`config.mk`:
```
export PLATFORM = sky130hd
export DESIGN_NAME = reset_sequencer
export DESIGN_NICKNAME = d
export VERILOG_FILES = /design/src/rtl/reset_sequencer.sv
export SDC_FILE = /design/constraint.sdc
export NUM_CORES = 1
export LEC_CHECK = 0
export CORE_ASPECT_RATIO = 0.8
export CORE_MARGIN = 5
export CORE_UTILIZATION = 30
export CTS_CLUSTER_SIZE = 12
export DETAILED_ROUTE_END_ITERATION = 8
export DONT_BUFFER_PORTS = 1
export PLACE_DENSITY_LB_ADDON = 0.15
export SYNTH_ARGS = -nofsm -noshare
export SYNTH_HDL_FRONTEND = slang
export SYNTH_SLANG_ARGS = --single-unit
```
`constraint.sdc`:
```
create_clock -name clk_in -period 2 [get_ports clk_in]
set_input_delay 0.3 -clock clk_in [delete_from_list [all_inputs] [get_ports clk_in]]
set_output_delay 0.3 -clock clk_in [all_outputs]
set_load 0.005 [all_outputs]
```
`src/rtl/reset_sequencer.sv`:
```
// Reset sequencer: synchronises the clock generator's lock flag, waits for a stable lock
// window, then releases core and peripheral resets in order; counts lock-loss events.
//
//  state      | meaning
//  -----------+--------------------------------------------------------------
//  ST_HOLD    | both resets asserted, waiting for synchronised lock
//  ST_STABLE  | lock seen, counting down the stable window (resets asserted)
//  ST_CORE_UP | core released, peripheral held for the stage delay
//  ST_RUN     | both resets released, sys_ready high
module reset_sequencer #(
    parameter int SYNC_STAGES        = 2,
    parameter int LOCK_STABLE_CYCLES = 16,
    parameter int STAGE_DELAY        = 8,
    parameter int LOSS_CNT_W         = 8
) (
    input  logic                  clk_in,
    input  logic                  reset_in,
    input  logic                  locked,
    input  logic                  soft_reset,
    output logic                  rst_core,
    output logic                  rst_periph,
    output logic                  sys_ready,
    output logic [LOSS_CNT_W-1:0] loss_count
);

    localparam int SW = $clog2(LOCK_STABLE_CYCLES + 1);
    localparam int DW = $clog2(STAGE_DELAY + 1);

    // The HOLD cycle that first sees lock consumes one count, so a cold start loads the
    // full window; a soft restart already holds a sampled-high lock and loads one less.
    localparam logic [SW-1:0] STABLE_COLD   = SW'(LOCK_STABLE_CYCLES);
    localparam logic [SW-1:0] STABLE_RELOCK = SW'(LOCK_STABLE_CYCLES - 1);
    localparam logic [DW-1:0] DELAY_LOAD    = DW'(STAGE_DELAY - 1);

    typedef enum logic [1:0] {
        ST_HOLD    = 2'd0,
        ST_STABLE  = 2'd1,
        ST_CORE_UP = 2'd2,
        ST_RUN     = 2'd3
    } state_t;

    state_t                  state, state_nxt;
    logic [SYNC_STAGES-1:0]  sync_q;
    logic                    locked_s;
    logic                    soft_q;
    logic [SW-1:0]           stable_cnt, stable_nxt;
    logic [DW-1:0]           delay_cnt, delay_nxt;
    logic [LOSS_CNT_W-1:0]   loss_nxt;
    logic                    lock_lost;

    assign locked_s = sync_q[SYNC_STAGES-1];

    always_comb begin
        state_nxt  = state;
        stable_nxt = stable_cnt;
        delay_nxt  = delay_cnt;
        loss_nxt   = loss_count;
        lock_lost  = 1'b0;

        case (state)
            ST_HOLD: begin
                if (!locked_s) begin
                    stable_nxt = STABLE_COLD;
                end else if (stable_cnt == '0) begin
                    state_nxt = ST_CORE_UP;
                    delay_nxt = DELAY_LOAD;
                end else begin
                    state_nxt  = ST_STABLE;
                    stable_nxt = stable_cnt - 1'b1;
                end
            end
            ST_STABLE: begin
                if (!locked_s) begin
                    state_nxt  = ST_HOLD;
                    stable_nxt = STABLE_COLD;
                end else if (soft_q) begin
                    state_nxt  = ST_HOLD;
                    stable_nxt = STABLE_RELOCK;
                end else if (stable_cnt == '0) begin
                    state_nxt = ST_CORE_UP;
                    delay_nxt = DELAY_LOAD;
                end else begin
                    stable_nxt = stable_cnt - 1'b1;
                end
            end
            ST_CORE_UP, ST_RUN: begin
                if (!locked_s) begin
                    lock_lost  = 1'b1;
                    state_nxt  = ST_HOLD;
                    stable_nxt = STABLE_COLD;
                    delay_nxt  = '0;
                end else if (soft_q) begin
                    state_nxt  = ST_HOLD;
                    stable_nxt = STABLE_RELOCK;
                    delay_nxt  = '0;
                end else if (state == ST_CORE_UP) begin
                    if (delay_cnt == '0) begin
                        state_nxt = ST_RUN;
                    end else begin
                        delay_nxt = delay_cnt - 1'b1;
                    end
                end
            end
            default: begin
                state_nxt  = ST_HOLD;
                stable_nxt = STABLE_COLD;
            end
        endcase

        if (lock_lost && (loss_count != '1)) begin
            loss_nxt = loss_count + 1'b1;
        end
    end

    always_ff @(posedge clk_in) begin
        if (reset_in) begin
            state      <= ST_HOLD;
            sync_q     <= '0;
            soft_q     <= 1'b0;
            stable_cnt <= STABLE_COLD;
            delay_cnt  <= '0;
            loss_count <= '0;
            rst_core   <= 1'b1;
            rst_periph <= 1'b1;
            sys_ready  <= 1'b0;
        end else begin
            state      <= state_nxt;
            sync_q     <= {sync_q[SYNC_STAGES-2:0], locked};
            soft_q     <= soft_reset;
            stable_cnt <= stable_nxt;
            delay_cnt  <= delay_nxt;
            loss_count <= loss_nxt;
            // outputs decoded from the next state so they change on the same edge as state
            rst_core   <= !((state_nxt == ST_CORE_UP) || (state_nxt == ST_RUN));
            rst_periph <= (state_nxt != ST_RUN);
            sys_ready  <= (state_nxt == ST_RUN);
        end
    end

endmodule

```
# After elaboration in Yosys (flattened, before gate mapping)

Index checks and enable logic that the tools add are counted.

$mul: 0
Shift-type cells: 0
Multiplexer cells: 28
Divide/modulo/power cells: 0
Add/sub/neg operators: 3
Equality and inequality tests: 13
Reductions and logical operators: 8
Bitwise logic cells: 0
$lt $le $gt $ge: 0

Operators with widths:

| kind                  | number |
|---|---|
| $mux W4               | 8 |
| $mux W5               | 6 |
| $mux W2               | 9 |
| $pmux W5 S3           | 1 |
| $pmux W4 S3           | 1 |
| $add A8 B1 Y8 const B | 1 |
| $eq A2 B2 Y1 const B  | 4 |
| $ne A2 B2 Y1 const B  | 4 |
| $ne A4 B4 Y1 const B  | 2 |
| $ne A8 B8 Y1 const B  | 1 |
| $pmux W2 S3           | 1 |
| $logic_not A5 Y1      | 1 |
| $reduce_and A5 Y1     | 1 |
| $sub A5 B1 Y5 const B | 1 |
| $logic_not A4 Y1      | 1 |
| $sub A4 B1 Y4 const B | 1 |
| $ne A3 B3 Y1 const B  | 1 |
| $eq A2 B1 Y1 const B  | 1 |
| $logic_not A2 Y1      | 1 |
| $mux W1               | 2 |
| $reduce_or A2 Y1      | 1 |
| $logic_and A1 B1 Y1   | 1 |
| $logic_not A1 Y1      | 1 |
| $logic_or A1 B1 Y1    | 1 |

Register bits: 25
Memory bits (read-only): 0
Logic and storage cells: 61
Input port bits: 4
Memories kept: 0
Bits in latches: 0
Output and inout bits: 11
Bits in writable memories: 0

# Longest topological paths before layout

Gate-level depths: netlist of run 1.

Word-level depth: 9
Depth in mapped cells: 6
Depth with buffers taken out: 6

# Least setup slack after synthesis of run 1

OpenSTA, ideal clock, no wires.

Path type: flip-flop to flip-flop
Start: register stable_cnt[0]
End: register delay_cnt[3]
Path buffers: 0
Setup slack: 367 ps
Data required time: 1,878 ps
Cell stages (with the launch flop): 7
Data arrival time: 1,511 ps
Clock period less this slack: 1,633 ps
Setup time: 122 ps
Cell sequence: dfxtp_1 inv_1 ha_1 or3b_4 nor4_4 o22ai_2 a221o_1

Cells in the longest elaborated chain, start to end: 5
Elaborated cells between the ends (all ways): 6
Classes of those cells: mux (5); reduce/logical (1)

Ends and longest elaborated chain:

| item                   | line   | RTL |
|---|---|---|
| from (decl)            | 46     | `logic [SW-1:0] stable_cnt, stable_nxt;` |
| from (signal assigned) | 130    | `stable_cnt <= stable_nxt;` |
| $logic_not A5 Y1 *     | 64, 79 |  |
| $mux W4 *              | --     |  |
| $mux W4 (2 in a row)   | --     |  |
| $pmux W4 S3 *          | --     |  |
| to (signal assigned)   | 131    | `delay_cnt <= delay_nxt;` |
| to (decl)              | 47     | `logic [DW-1:0] delay_cnt, delay_nxt;` |

Every way passes the cells marked *; elsewhere a longest branch is shown, timed or not. The select of a mux whose other input is x is not followed.
A chain may end at the register's enable or synchronous reset.

# Worst setup path in the final report of run 1

Ends and elaborated chain as after synthesis.

==> out/metrics.cfg, run 1 <==
[worst_hold_path]
holdPathStages = 1
hp-start = reset_in
hold_end = soft_q
holdCritPathClass = in2reg

[place]
hpwl_um = 1810
io_buffers = 0
placed_cells = 183
place_congestion = 0.823

[synthesis]
postSynthCellCount = 132
synth-seq-area-share_pct = 40.6
synth.avg_cell_area_um2 = 9.35
syn_area_um2 = 1230
synth_edf_count = 0
synth_ff_type = dfxtp_1
synthSimpleGateAreaFrac_pct = 25.1
synth-seq-cells = 25
synthAdderAreaFrac_pct = 4.06
synth_xor_area_share_pct = 2.84
ys.warnings.count = 0
synth_compound_area_share_pct = 21.1
async_flop_share_pct = 0
synth_top_family_by_area = simple AND/OR/NAND/NOR gates
synth_fp_nets = 140
synth.area.mux_share_pct = 1.62
synth.distinct_cells = 47

[floorplanning]
ios = 15
initial_core_util_pct = 31.8
dieHeight_um = 67.4
row_count = 20
core_area_um2 = 3880
dieArea_um2 = 5500
die_w_um = 81.7

[drt]
ant_nets = 0
wire_per_inst_um = 12.8
drt_wl_total_um = 2400
drt-initial-drc-count = 96
post-route-drc-count = 0
num_vias = 958
vias_per_cell = 5.12
firstDrtPassIters = 4

[clock_network]
htreeDepth = 1
cts_tree = done
clock_path_buffers = 2
cts_resized = 0
numCtsBuffers = 3
cts_hold_buf = 0
cts.sinks = 25
cts_root_buf = clkbuf_8
clkLatencyLatePin_ns = 0.26
post_cts_buffers = 0
clk_pin_slew_ns = 0.08

[worst_setup_path]
rr_worst_depth = 6
r2r_end = delay_cnt[3]
timing.rr.start = stable_cnt[0]
start_kind = flip-flop
required_ns = 2.16
worst-setup-path-type = reg2reg
crit_arrival_ns = 1.92
path_max_fanout = 4
reg2reg_slack_ns = 0.24
endpoint_kind = flip-flop

[global_route]
grt_pass1_wl_um = 4110
grt_max_degree = 24
grt_usage_pct = 9.57
gr-total-overflow = 0
antenna_found_initial = 0
grt_pass1_vias = 857

[timing]
final.period_utilization_pct = 88.1
tns_ns = 0
max_freq_ghz = 0.568
hold_viol_final = 0
period_minus_slack_ns = 1.76
skew_ns = 0.00190
worst_pin_slew_ns = 0.428
slew-limit-headroom_pct = 71.4
maxSlewViolCount = 0
setup_viol = 0
grt_setup_unrepaired = false

[layout]
layout.cells.non_filler = 187
areaGrowthSynthToFinish_pct = 7.81
antenna_cells = 0
layout-drive-gt1-share_pct = 10.6
nets = 141

[pwr]
peakVddDrop_mv = 0.306
p_leak_nw = 0.492
powerDensity_nw_per_um2 = 632

[outcome]
status = completed

[job]
drv_cap = 0

-- power breakdown --
| part | internal [mW] | leakage [nW] | total (mW) | switching (mW) |
|---|---|---|---|---|
| logic | 0.0199 | 0.266 | 0.0382 | 0.0184 |
| registers | 0.504 | 0.203 | 0.514 | 0.00917 |
| clock network | 0.142 | 0.0228 | 0.289 | 0.147 |
-- metal layers --
layer	vias up	part of all wire (%)	track usage, %
met3	2	6.0	3.87
li1	483	-	-
met2	20	42	13.6
met5	-	0	0
met4	0	0.79	2.49
met1	453	51	13.3
-- flip-flops by register name, indices dropped and copies added (netlist names) --
| register | count |
|---|---|
| loss_count | 8 |
| delay_cnt | 4 |
| stable_cnt | 5 |
| sys_ready | 1 |
| rst_periph | 1 |
| rst_core | 1 |
| sync_q | 2 |
| state | 2 |
| soft_q | 1 |
-- worst max-delay path, stage by stage (launching register included) --
cell and delay, ns:
dfxtp_1 0.33, inv_1 0.08, ha_1 0.19, or3b_4 0.42, nor4_4 0.16, o22ai_2 0.15
a221o_1 0.33
-- per-stage QoR --
stage                     worst slack (ns)  instance area (um^2)  power (mW)  hold slack (ns)  utilization (%)
after floorplan                      0.367                  1230       0.561            0.414                -
after global placement               0.280                  1280       0.563            0.376             33.1
after detailed placement             0.239                  1280       0.563            0.375             33.1
after CTS                            0.223                  1330       0.855           0.0889             34.3
after global routing                 0.109                  1330       0.881           0.0781             34.3
final                                0.239                  1330       0.841           0.0978             34.3
-- worst max path at each step --
stage                   from      endpoint  slack, ns  depth (start not counted)
2_1_floorplan  stable_cnt[0]  delay_cnt[3]       0.37                          6
3_3_place_gp   stable_cnt[0]  delay_cnt[3]       0.28                          6
3_5_place_dp   stable_cnt[0]  delay_cnt[3]       0.24                          6
4_1_cts        stable_cnt[0]  delay_cnt[3]       0.22                          6
5_1_grt        stable_cnt[0]  delay_cnt[3]       0.11                          6
6_report       stable_cnt[0]  delay_cnt[3]       0.24                          6
-- Yosys cell counts (3+ instances only) --
cell type  number  area share [%]
inv_1          11             3.3
nand4_1         3             1.5
nand3_1         4             1.6
a221oi_1        4             2.8
nor2b_1         5             2.5
dfxtp_1        25              41
nor2_1         13             4.0
o21ai_0         7             2.8
a21oi_1         4             1.6
ha_1            4             4.1
xor2_1          4             2.8
o21a_1          3             1.8
-- layout make-up --
| cell class | count | area [um^2] |
|---|---|---|
| fillers | 409 | 2550 |
| multi-input cells | 92 | 674 |
| flip-flops and latches | 25 | 500 |
| well taps | 55 | 68.8 |
| clock buffers | 4 | 45.0 |
| inverters | 11 | 41.3 |
-- cell families (layout without fill, tap and decap cells) --
logic type,count (synthesis),after routing
buf+inv,15,15
fa+ha+maj,4,4
mux,2,2
flops,25,25
xor+xnor,4,4
simple gates,47,47
compound gates,35,35
-- cell usage in the layout (no fill, tap or decap), types with 3 or more instances in the layout --
cell,n
dfxtp_1,25
nand3_1,4
o21ai_0,7
xor2_1,4
a221oi_1,4
nor2_1,13
o21a_1,3
clkbuf_8,3
nor2b_1,5
inv_1,11
a21oi_1,4
nand4_1,3
ha_1,4
Note: power is estimated with default switching activity, not from simulation.
==> inputs of run 2 (changes only) <==
Clock period 2 ns to 1.4 ns, I/O delays scaled along.
==> out/metrics.cfg, run 2 (synthesis results as in run 1) <==
[outcome]
status = complete, but fails checks  ; was completed
violations = setup timing

[place]
placed_cell_area_um2 = 1560  ; was 1280 um^2
place_congestion = 0.847  ; was 0.823
place_ws_ns = -0.258  ; was 0.239 ns
io_buffers = 0  ; unchanged
hpwl_um = 2030  ; was 1810 um

[floorplanning]
dieHeight_um = 67.4  ; unchanged
dieArea_um2 = 5500  ; unchanged
row_count = 20  ; unchanged
ios = 15  ; unchanged
core_area_um2 = 3880  ; unchanged
die_w_um = 81.7  ; unchanged
initial_core_util_pct = 31.8  ; unchanged

[worst_setup_path]
r2r_end = delay_cnt[3]  ; unchanged
rr_worst_depth = 6  ; unchanged
path_cells = inv_2, ha_4, or3b_4, nor4_4, o22ai_2, a221o_1  ; was inv_1, ha_1, or3b_4, nor4_4, o22ai_2, a221o_1
required_ns = 1.55  ; was 2.16 ns
worst-setup-path-type = reg2reg  ; unchanged
crit_path_end = delay_cnt[3]  ; unchanged
start_kind = flip-flop  ; unchanged
path_max_fanout = 4  ; unchanged
crit_arrival_ns = 1.83  ; was 1.92 ns
crit_start = stable_cnt[0]  ; unchanged
timing.rr.start = stable_cnt[0]  ; unchanged
cp_slowest_cell = or3b_4  ; unchanged
endpoint_kind = flip-flop  ; unchanged
reg2reg_slack_ns = -0.28  ; was 0.24 ns
critPathMaxStageDelay_ns = 0.41  ; was 0.42 ns

[drt]
num_vias = 1072  ; was 958
ant_nets = 0  ; unchanged
drt_wl_total_um = 2930  ; was 2400 um
wire_per_inst_um = 13.1  ; was 12.8 um
post-route-drc-count = 0  ; unchanged
vias_per_cell = 4.79  ; was 5.12
firstDrtPassIters = 4  ; unchanged
drt-initial-drc-count = 28  ; was 96

[layout]
areaGrowthSynthToFinish_pct = 38.3  ; was 7.81%
final_cell_mix = 33 x buf_4, 19 x dfxtp_1, 13 x nor2_1  ; was 25 x dfxtp_1, 13 x nor2_1, 11 x inv_1
antenna_cells = 0  ; unchanged
stdcell_area_um2 = 1710  ; was 1330 um^2
layout-drive-gt1-share_pct = 39.6  ; was 10.6%
fin_util_pct = 44.0  ; was 34.3%
largest_register_ffs = 8  ; unchanged
nets = 178  ; was 141
n_fill_cell = 392  ; was 409
final_common_cell = buf_4  ; was dfxtp_1
top_register = loss_count  ; unchanged
reg.largest.list = loss_count x8, stable_cnt x5, delay_cnt x4  ; unchanged

[timing]
maxSlewViolCount = 0  ; unchanged
slew-limit-headroom_pct = 69.6  ; was 71.4%
final.period_utilization_pct = 120  ; was 88.1%
period_minus_slack_ns = 1.68  ; was 1.76 ns
finalWorstSetupSlack_ns = -0.283  ; was 0.239 ns
holdWs_ns = 0.0108  ; was 0.0978 ns
setup_viol = 12  ; was 0
grt_setup_unrepaired = true  ; was false
hold_viol_final = 0  ; unchanged
worst_pin_slew_ns = 0.454  ; was 0.428 ns
max_freq_ghz = 0.594  ; was 0.568 GHz
skew_ns = 0.00206  ; was 0.00190 ns

[pwr]
sw_frac_of_total_pct = 21.4  ; was 20.8%
power.switching_mw = 0.266  ; was 0.175 mW
combinationalPowerShare_pct = 8.1  ; was 4.5%
power_frac_seq_pct = 58.8  ; was 61.1%
pwr-share-clk_pct = 33.2  ; was 34.4%
p_total_mw = 1.24  ; was 0.841 mW
peakVddDrop_mv = 0.329  ; was 0.306 mV
p_leak_nw = 0.674  ; was 0.492 nW
p_int_mw = 0.976  ; was 0.666 mW
powerDensity_nw_per_um2 = 728  ; was 632 nW/um^2

[global_route]
grt_usage_pct = 11.3  ; was 9.57%
grt_pass1_wl_um = 4820  ; was 4110 um
grt_pass1_vias = 1056  ; was 857
grt_max_degree = 19  ; was 24
antenna_found_initial = 0  ; unchanged
gr-total-overflow = 0  ; unchanged

[clock_network]
cts_root_buf = clkbuf_8  ; unchanged
htreeDepth = 1  ; unchanged
cts_tree = done  ; unchanged
cts.sinks = 25  ; unchanged
clkLatencyLatePin_ns = 0.26  ; about the same
numCtsBuffers = 3  ; unchanged
clk_pin_slew_ns = 0.08  ; about the same
clock_path_buffers = 2  ; unchanged

[worst_hold_path]
holdCritPathClass = in2reg  ; unchanged

[job]
drv_cap = 0  ; unchanged

run 2: cell types whose count changed in the layout (fill, tap and decap cells not counted), sizes merged:
cell	delta
buf	+34
dlygate4sd3	+3
run 2: timing repair:
action                                  in CTS  in global routing
hold buffers                                 1                  2
gates cloned                                 0                  0
pin swaps                                    4                  5
endpoints found under the setup margin      13                 20
hold endpoints to repair                     6                  8
resized for setup                            3                 10
buffers inserted                             2                  0
run 2: worst min path at each step:
stage / start / endpoint / slack [ns] / cells past startpoint
floorplan: soft_reset / soft_q / 0.34 / 1
global placement: reset_in / loss_count[1] / 0.28 / 1
detailed placement: reset_in / loss_count[1] / 0.28 / 1
CTS: reset_in / loss_count[7] / 0.0003 / 1
global route: reset_in / loss_count[6] / 0.0002 / 1
finish: reset_in / loss_count[6] / 0.01 / 1
run 2: critical path: cells and delay by family (launching register included):
family	cells	cell delay, ns
AND/OR/NAND/NOR	2	0.57
AO/OA/AOI/OAI	2	0.47
flip-flops	1	0.33
adder cells (fa/ha/maj)	1	0.13
buffers and inverters	1	0.07
run 2: power by group through the flow:
stage	Clock [mW]	Sequential, mW	Combinational, mW
2_1_floorplan	0	0.745	0.0599
3_3_place_gp	0	0.747	0.0779
3_5_place_dp	0	0.746	0.0783
4_1_cts	0.438	0.730	0.0864
5_1_grt	0.468	0.732	0.110
6_report	0.412	0.730	0.100
run 2: cell type report:
type                            count  area [um^2]  area share, %
Inverter                           11         41.3           2.42
Sequential cell                    25          508           29.8
Timing Repair Buffer               37          289           16.9
Clock buffer                        4         45.0           2.64
Tap cell                           55         68.8           4.03
Multi-Input combinational cell     92          754           44.2
run 2: stage by stage:
step | std cells | TNS [ns]
finish | 224 | -1.66
global route | 224 | -2.95
CTS | 222 | -1.63
detailed placement | 215 | -1.40
global placement | 215 | -1.25
floorplan | 132 | -0.633
run 2: layer usage:
metal  track usage (%)  routed length [um]  up-vias
met2              18.4                1320       11
li1                  -                   -      553
met4              1.87                  13        0
met5                 0                   0        -
met3              3.20                  92        2
met1              15.2                1510      506
==> inputs of run 3 (changes only) <==
Settings changed: MAX_ROUTING_LAYER set to met4, RECOVER_POWER set to 100, SKIP_CTS_REPAIR_TIMING set to 1.
==> out/metrics.cfg, run 3 (synthesis results as in run 1) <==
[floorplanning]
ios = 15  ; unchanged
initial_core_util_pct = 31.8  ; unchanged
core_area_um2 = 3880  ; unchanged
row_count = 20  ; unchanged
dieHeight_um = 67.4  ; unchanged
die_w_um = 81.7  ; unchanged
dieArea_um2 = 5500  ; unchanged

[drt]
ant_nets = 0  ; unchanged
post-route-drc-count = 0  ; unchanged
drt_wl_total_um = 2970  ; was 2930 um
firstDrtPassIters = 4  ; unchanged
num_vias = 1068  ; was 1072
wire_per_inst_um = 13.4  ; was 13.1 um
vias_per_cell = 4.81  ; was 4.79
drt-initial-drc-count = 33  ; was 28

[timing]
slew-limit-headroom_pct = 57.4  ; was 69.6%
skew_ns = 0.00383  ; was 0.00206 ns
max_freq_ghz = 0.595  ; was 0.594 GHz
worst_pin_slew_ns = 0.636  ; was 0.454 ns
finalWorstSetupSlack_ns = -0.281  ; was -0.283 ns
hold_viol_final = 0  ; unchanged
maxSlewViolCount = 0  ; unchanged
setup_viol = 15  ; was 12
holdWs_ns = 0.0107  ; was 0.0108 ns
final.period_utilization_pct = 120  ; about the same
period_minus_slack_ns = 1.68  ; about the same
grt_setup_unrepaired = true  ; unchanged
tns_ns = -1.90  ; was -1.66 ns

[worst_setup_path]
start_kind = flip-flop  ; unchanged
crit_family = simple AND/OR/NAND/NOR gates  ; unchanged
cp_slowest_cell = or3b_4  ; unchanged
critPathMaxStageDelay_ns = 0.41  ; about the same
crit_arrival_ns = 1.83  ; about the same
path_buf_inv = 1  ; unchanged
path_cells = inv_2, ha_4, or3b_4, nor4_4, o22ai_2, a221o_1  ; unchanged
required_ns = 1.55  ; about the same
worst-setup-path-type = reg2reg  ; unchanged
path_max_fanout = 4  ; unchanged
endpoint_kind = flip-flop  ; unchanged

[global_route]
grt_usage_pct = 11.1  ; was 11.3%
gr-total-overflow = 0  ; unchanged
grt_pass1_vias = 1032  ; was 1056
grt_use_met1_pct = 14.6  ; was 15.2%
grt_use_met2_pct = 17.1  ; was 18.4%
grtUsageMet3_pct = 3.20  ; unchanged
grt_max_degree = 24  ; was 19
grt_pass1_wl_um = 4630  ; was 4820 um
antenna_found_initial = 0  ; unchanged
grt_most_used_layer = met2  ; unchanged

[pwr]
peakVddDrop_mv = 0.329  ; about the same
p_total_mw = 1.24  ; about the same
p_leak_nw = 0.636  ; was 0.674 nW
powerDensity_nw_per_um2 = 749  ; was 728 nW/um^2

[layout]
areaGrowthSynthToFinish_pct = 34.5  ; was 38.3%
antenna_cells = 0  ; unchanged
nets = 176  ; was 178
layout.cells.non_filler = 222  ; was 224
layout-drive-gt1-share_pct = 34.7  ; was 39.6%
fin_util_pct = 42.8  ; was 44.0%
multi_input_comb_area_um2 = 752  ; was 754 um^2
largest_register_ffs = 8  ; unchanged
seqCellArea_um2 = 507  ; was 508 um^2
stdcell_area_um2 = 1660  ; was 1710 um^2
n_fill_cell = 404  ; was 392
final_cell_mix = 27 x buf_4, 20 x dfxtp_1, 13 x nor2_1  ; was 33 x buf_4, 19 x dfxtp_1, 13 x nor2_1
final_common_cell = buf_4  ; unchanged
reg.largest.list = loss_count x8, stable_cnt x5, delay_cnt x4  ; unchanged
top_register = loss_count  ; unchanged

[outcome]
status = complete, but fails checks  ; unchanged
violations = setup timing  ; unchanged

[job]
drv_cap = 0  ; unchanged

[place]
place_congestion = 0.860  ; was 0.847
placed_cells = 215  ; unchanged
io_buffers = 0  ; unchanged
place_ws_ns = -0.258  ; unchanged
placed_cell_area_um2 = 1560  ; unchanged
hpwl_um = 2030  ; unchanged

[clock_network]
htreeDepth = 1  ; unchanged
clk_pin_slew_ns = 0.08  ; about the same
cts.sinks = 25  ; unchanged
cts_root_buf = clkbuf_8  ; unchanged
clkLatencyLatePin_ns = 0.26  ; about the same
clock_path_buffers = 2  ; unchanged
numCtsBuffers = 3  ; unchanged
cts_tree = done  ; unchanged

[worst_hold_path]
holdCritPathClass = in2reg  ; unchanged

==> run 3: cell count changes in the layout (fill, tap and decap cells not counted) <==
| cell | before | now |
|---|---|---|
| buf_4 | 33 | 27 |
| buf_6 | 1 | 0 |
| clkbuf_1 | 1 | 7 |
| dfxtp_1 | 19 | 20 |
| dfxtp_2 | 6 | 5 |
| dlygate4sd3_1 | 3 | 2 |
| nand2_1 | 1 | 2 |
| nand2_2 | 1 | 0 |
| o21ai_0 | 6 | 7 |
| o21ai_1 | 2 | 1 |
==> run 3: worst reg2reg max path: cells and delay by family (launching register included) <==
kind                     cells  cell delay [ns]
AO/OA/AOI/OAI                2             0.47
adder cells (fa/ha/maj)      1             0.13
buffers and inverters        1             0.07
flip-flops                   1             0.33
AND/OR/NAND/NOR              2             0.57
==> run 3: layer usage <==
layer	share of wire (%)	routed length, um
met4	1.7	51
met3	3.1	93
met1	50	1480
met2	45	1350
met5	0	0
==> run 3: path summary, 6_finish.rpt <==
kind,end,slack (ns),depth (start not counted),startpoint
worst max register to register,delay_cnt[3],-0.28,6,stable_cnt[0]
worst min-delay path,loss_count[6],0.01,1,reset_in
worst max-delay path,delay_cnt[3],-0.28,6,stable_cnt[0]
worst min register to register,sync_q[1],0.45,1,sync_q[0]
==> run 3: power by group <==
| part | internal (mW) | leakage, nW | switching, mW |
|---|---|---|---|
| combinational | 0.0493 | 0.408 | 0.0471 |
| clock | 0.203 | 0.0228 | 0.212 |
| sequential | 0.721 | 0.205 | 0.00898 |
==> run 3: area by class of cell <==
class / instances / area share, %
multi-input cells: 92 / 45.3
flip-flops and latches: 25 / 30.5
repair buffers: 35 / 14.8
well taps: 55 / 4.15
clock buffers: 4 / 2.71
inverters: 11 / 2.49
